--- config.mk ---
export PLATFORM = sky130hd
export DESIGN_NAME = alarm_interval_timer
export DESIGN_NICKNAME = d
export VERILOG_FILES = /design/src/rtl/alarm_interval_timer.sv
export SDC_FILE = /design/constraint.sdc
export NUM_CORES = 1
export LEC_CHECK = 0
export ABC_AREA = 1
export BUFFER_PORTS_ARGS = -buffer_cell sky130_fd_sc_hd__buf_2
export CAP_MARGIN = 5
export CORE_UTILIZATION = 45
export CTS_CLUSTER_SIZE = 25
export DETAILED_ROUTE_END_ITERATION = 10
export GPL_ROUTABILITY_DRIVEN = 0
export GPL_TIMING_DRIVEN = 0
export PLACE_DENSITY = 0.74
export SETUP_SLACK_MARGIN = 0.5
export SLEW_MARGIN = 10
export SYNTH_ARGS = -nofsm -noshare
export SYNTH_HDL_FRONTEND = slang
export SYNTH_SLANG_ARGS = --single-unit
export TNS_END_PERCENT = 100
--- constraint.sdc ---
create_clock -name clk -period 1.3 [get_ports clk]
set_clock_uncertainty 0.15 [all_clocks]
set_input_delay 0.195 -clock clk [delete_from_list [all_inputs] [get_ports clk]]
set_output_delay 0.195 -clock clk [all_outputs]
set_load 0.01 [all_outputs]
--- src/rtl/alarm_interval_timer.sv ---
// alarm_interval_timer
// Loads a seconds value from the time-parameter store for the interval the
// alarm FSM asks for, counts it down in one-second ticks derived from an
// internal prescaler, and pulses `expired` once the count reaches zero.
//
// Optional feature: define ALARM_TIMER_RESTART_EN to let a start request in
// LOAD, COUNT or EXPIRE abort the running interval and reload from the newly
// requested one. Without it, starts are honoured only in IDLE.
module alarm_interval_timer #(
   parameter int unsigned TICK_DIV = 4
) (
   input  logic       clk,
   input  logic       systemReset_n,
   input  logic       start_timer,
   input  logic [1:0] interval_req,
   input  logic [3:0] value,
   output logic [1:0] interval,
   output logic       busy,
   output logic       expired,
   output logic [3:0] remaining
);

   // Prescaler sizing; TICK_DIV >= 2 keeps this at least one bit wide.
   localparam int unsigned PW = (TICK_DIV > 2) ? $clog2(TICK_DIV) : 1;
   localparam logic [PW-1:0] PresLast = PW'(TICK_DIV - 1);

`ifdef ALARM_TIMER_RESTART_EN
   localparam bit RestartEn = 1'b1;
`else
   localparam bit RestartEn = 1'b0;
`endif

   localparam logic [1:0] StIdle   = 2'd0;
   localparam logic [1:0] StLoad   = 2'd1;
   localparam logic [1:0] StCount  = 2'd2;
   localparam logic [1:0] StExpire = 2'd3;

   logic [1:0]    state_q, state_d;
   logic [1:0]    interval_q, interval_d;
   logic [3:0]    remaining_q, remaining_d;
   logic [PW-1:0] presc_q, presc_d;
   logic          busy_q, busy_d;
   logic          expired_q, expired_d;
   logic          tick;

   // A tick is the wrap cycle of the prescaler while counting.
   assign tick = (state_q == StCount) && (presc_q == PresLast);

   // Next-state logic for the FSM, interval select, countdown and prescaler.
   always_comb begin
      state_d     = state_q;
      interval_d  = interval_q;
      remaining_d = remaining_q;
      presc_d     = presc_q;

      unique case (state_q)
         StIdle: begin
            if (start_timer) begin
               interval_d = interval_req;
               state_d    = StLoad;
            end
         end
         StLoad: begin
            // interval_q has been stable for a full cycle, so value is valid.
            remaining_d = value;
            presc_d     = '0;
            state_d     = (value == 4'd0) ? StExpire : StCount;
         end
         StCount: begin
            if (tick) begin
               presc_d = '0;
               if (remaining_q != 4'd0) begin
                  remaining_d = remaining_q - 4'd1;
               end
               if (remaining_q <= 4'd1) begin
                  state_d = StExpire;
               end
            end else begin
               presc_d = presc_q + PW'(1);
            end
         end
         StExpire: begin
            state_d = StIdle;
         end
         default: begin
            state_d = StIdle;
         end
      endcase

      // Restart overrides whatever the current state would have done, so an
      // aborted interval never reaches EXPIRE and never pulses.
      if (RestartEn && start_timer && (state_q != StIdle)) begin
         interval_d = interval_req;
         presc_d    = '0;
         state_d    = StLoad;
      end
   end

   // Registered status outputs follow the next state so they stay Moore.
   always_comb begin
      busy_d    = (state_d != StIdle);
      expired_d = (state_d == StExpire);
   end

   // State and output registers with asynchronous active-low reset.
   always_ff @(posedge clk or negedge systemReset_n) begin
      if (!systemReset_n) begin
         state_q     <= StIdle;
         interval_q  <= 2'b00;
         remaining_q <= 4'd0;
         presc_q     <= '0;
         busy_q      <= 1'b0;
         expired_q   <= 1'b0;
      end else begin
         state_q     <= state_d;
         interval_q  <= interval_d;
         remaining_q <= remaining_d;
         presc_q     <= presc_d;
         busy_q      <= busy_d;
         expired_q   <= expired_d;
      end
   end

   assign interval  = interval_q;
   assign busy      = busy_q;
   assign expired   = expired_q;
   assign remaining = remaining_q;

endmodule
==> flow_metrics.py <==
metrics = {
    "global_route": {
        "grt.total_usage": 0.224,
        "grt_pass1_wl_um": 2440,
        "grt_max_degree": 13,
        "gr-total-overflow": 0,
        "grt_pass1_vias": 577,
        "grt_antenna_before_repair": 0,
    },
    "clock_tree": {
        "clock_sinks": 12,
        "tritoncts": "done",
        "clkTransAtPathRegs_ns": 0.08,
        "clk_latency_ns": 0.27,
        "cts-buffers-inserted": 3,
        "clock_path_buffers": 2,
        "htreeDepth": 1,
        "cts-root-buf": "clkbuf_4",
    },
    "drt": {
        "drtAntennaViolNets": 0,
        "drc": 0,
        "drt_pass1_iterations": 4,
        "wirelength_um": 1560,
        "routed_via_density": 4.89,
        "wl_per_cell_um": 12.1,
        "vias": 631,
        "drt_iter0_markers": 7,
    },
    "critical_path": {
        "worstSetupPathType": "register to register",
        "required_ns": 1.35,
        "cp-start-kind": "register",
        "cp-end-kind": "register",
        "arrival_ns": 1.52,
        "path_max_fanout": 5,
    },
    "sta": {
        "hold_viol_final": 1,
        "layout_setup_ws_ns": -0.171,
        "timing.fmax_mhz": 680,
        "finalCritPeriodShare": 1.13,
        "finalSetupViolations": 11,
        "hold_slack_ns": -0.00202,
        "tightest_slew_ns": 0.183,
        "slew_headroom": 0.878,
        "slew_viol_final": 0,
        "period_minus_slack_ns": 1.47,
        "rsz0062_at_grt": "yes",
        "finalSetupTns_ns": -1.34,
    },
    "floorplan": {
        "top_level_ports": 17,
        "die_h_um": 41.3,
        "core-area_um2": 1370,
        "die-area_um2": 1710,
        "start_util": 0.509,
        "rows": 13,
        "dieWidth_um": 41.3,
    },
    "yosys": {
        "ys.flop_type": "dfrtp_1",
        "netlist.area_leader.share": 0.432,
        "synth_edf_count": 0,
        "synth_area_leader_cell": "dfrtp_1",
        "yosysMostFrequentCell": "nand2_1",
        "synth_seq_area_share": 0.432,
        "avgSynthCellArea_um2": 8.38,
        "ys_warn_count": 0,
        "async_flop_share": 1.00,
        "mappedNetlistNets": 99,
        "syn_area_um2": 696,
        "synth_cells": 83,
        "netlist-cell-type-count": 19,
        "synthTopCellsByCount": "nand2_1, dfrtp_1, inv_1, ha_1, nand3_1",
        "synthTopCellsByArea": "dfrtp_1, ha_1, nand2_1",
        "ys_ff_latch": 12,
    },
    "run_status": {
        "violations": "hold timing, setup timing",
        "run_status": "complete, but fails checks",
    },
    "layout": {
        "fin_area_um2": 995,
        "antenna_cells": 0,
        "area_growth_pct": 43.0,
        "drive_above_1_share": 0.491,
        "final_nets": 131,
    },
    "power": {
        "comb_power_share": 0.627,
        "switching_share": 0.424,
        "ir_worst_vdd_mv": 1.50,
        "p_int_mw": 1.50,
        "p_per_area_nw_per_um2": 2620,
        "p_leak_nw": 0.528,
        "p_switching_mw": 1.10,
        "clkPwrFrac": 0.112,
        "seqPwrFrac": 0.261,
    },
    "placement": {
        "placed_area_um2": 832,
        "port_buffers": 16,
        "dp_hpwl_um": 1020,
        "pre_cts_slack_ns": -0.178,
    },
    "min_path": {
        "hold_class": "primary input to register",
    },
    "flow_run": {
        "cap_violations": 0,
    },
}
-- critical path, cell delays in order (launching register included) --
cell     delay [ns]
dfrtp_1        0.41
inv_2          0.10
ha_4           0.13
buf_6          0.11
nand2_2        0.05
inv_2          0.07
nand3_2        0.05
nand2_1        0.07
nand2_1        0.05
nand2_1        0.07
nand2_2        0.07
nor2_2         0.07
-- registers in the layout, indices dropped and copies added, names as in the netlist --
| register | flops |
|---|---|
| expired | 1 |
| presc_q | 2 |
| busy | 1 |
| remaining | 4 |
| state_q | 2 |
| interval | 2 |
-- metrics by stage --
| stage | std cells | total power, mW | hold slack (ns) | utilization |
|---|---|---|---|---|
| final | 129 | 2.60 | -0.00202 | 0.728 |
| after global routing | 129 | 2.85 | 0.00402 | 0.728 |
| after CTS | 127 | 2.53 | -0.00564 | 0.713 |
| after detailed placement | 114 | 1.90 | -0.0581 | 0.609 |
| after global placement | 114 | 1.84 | -0.0603 | 0.609 |
| after floorplan | 83 | 1.58 | -0.251 | - |
-- timing repair --
| item | 4_1_cts | 5_1_grt |
|---|---|---|
| endpoints found under the hold margin | 13 | 0 |
| setup buffers | 8 | 2 |
| setup endpoints to repair | 20 | 27 |
| gates resized for setup | 8 | 4 |
| hold buffers | 1 | 0 |
| pin swaps | 7 | 5 |
-- final cells by class --
cell class	instances	area [um2]
fill	96	372
clock buffer	4	36.3
sequential	12	300
multi-input combinational	56	405
tap	15	18.8
inverter	14	55.1
timing repair buffer	27	168
buffer	1	11.3
-- logic make-up after synthesis --
family | Yosys count | share of synthesized area
flip-flops | 12 | 0.432
multiplexers | 2 | 0.0324
buffers and inverters | 15 | 0.0917
AO/OA/AOI/OAI | 7 | 0.0558
adder cells (fa/ha/maj) | 7 | 0.126
AND/OR/NAND/NOR | 40 | 0.263
-- worst paths after layout --
check	start	end	slack [ns]	cells after the start
min in group asynchronous	systemReset_n	remaining[3]	0.17	2
worst max register to register	state_q[0]	expired	-0.17	11
worst max-delay path	state_q[0]	expired	-0.17	11
worst min-delay path	interval_req[0]	interval[0]	-0.002	2
worst min register to register	presc_q[0]	presc_q[0]	0.33	1
max in group asynchronous	systemReset_n	presc_q[0]	0.66	2
-- cell usage in the layout (no fill, tap or decap), types with 2 or more instances in the layout --
cell type / n
nor2_1: 5
ha_1: 4
nor2_2: 2
nand2_2: 5
o21ai_1: 4
buf_4: 10
dfrtp_1: 12
buf_2: 15
inv_2: 6
nand2_1: 16
nand3_2: 2
inv_1: 7
ha_4: 3
nand3_1: 5
nand2_4: 2
clkbuf_4: 4
-- power groups by stage --
stage	registers, mW	clock network [mW]	logic (mW)
after floorplan	0.735	0	0.848
after global placement	0.680	0	1.16
after detailed placement	0.691	0	1.21
after CTS	0.675	0.301	1.55
after global routing	0.705	0.311	1.83
final	0.681	0.291	1.63
-- per-layer routing --
layer  GRT usage  part of all wire
met1       0.281              0.43
met2       0.379              0.54
met3      0.0798             0.033
met4      0.0242                 0
met5           0                 0
Note: power is estimated with default switching activity, not from simulation.
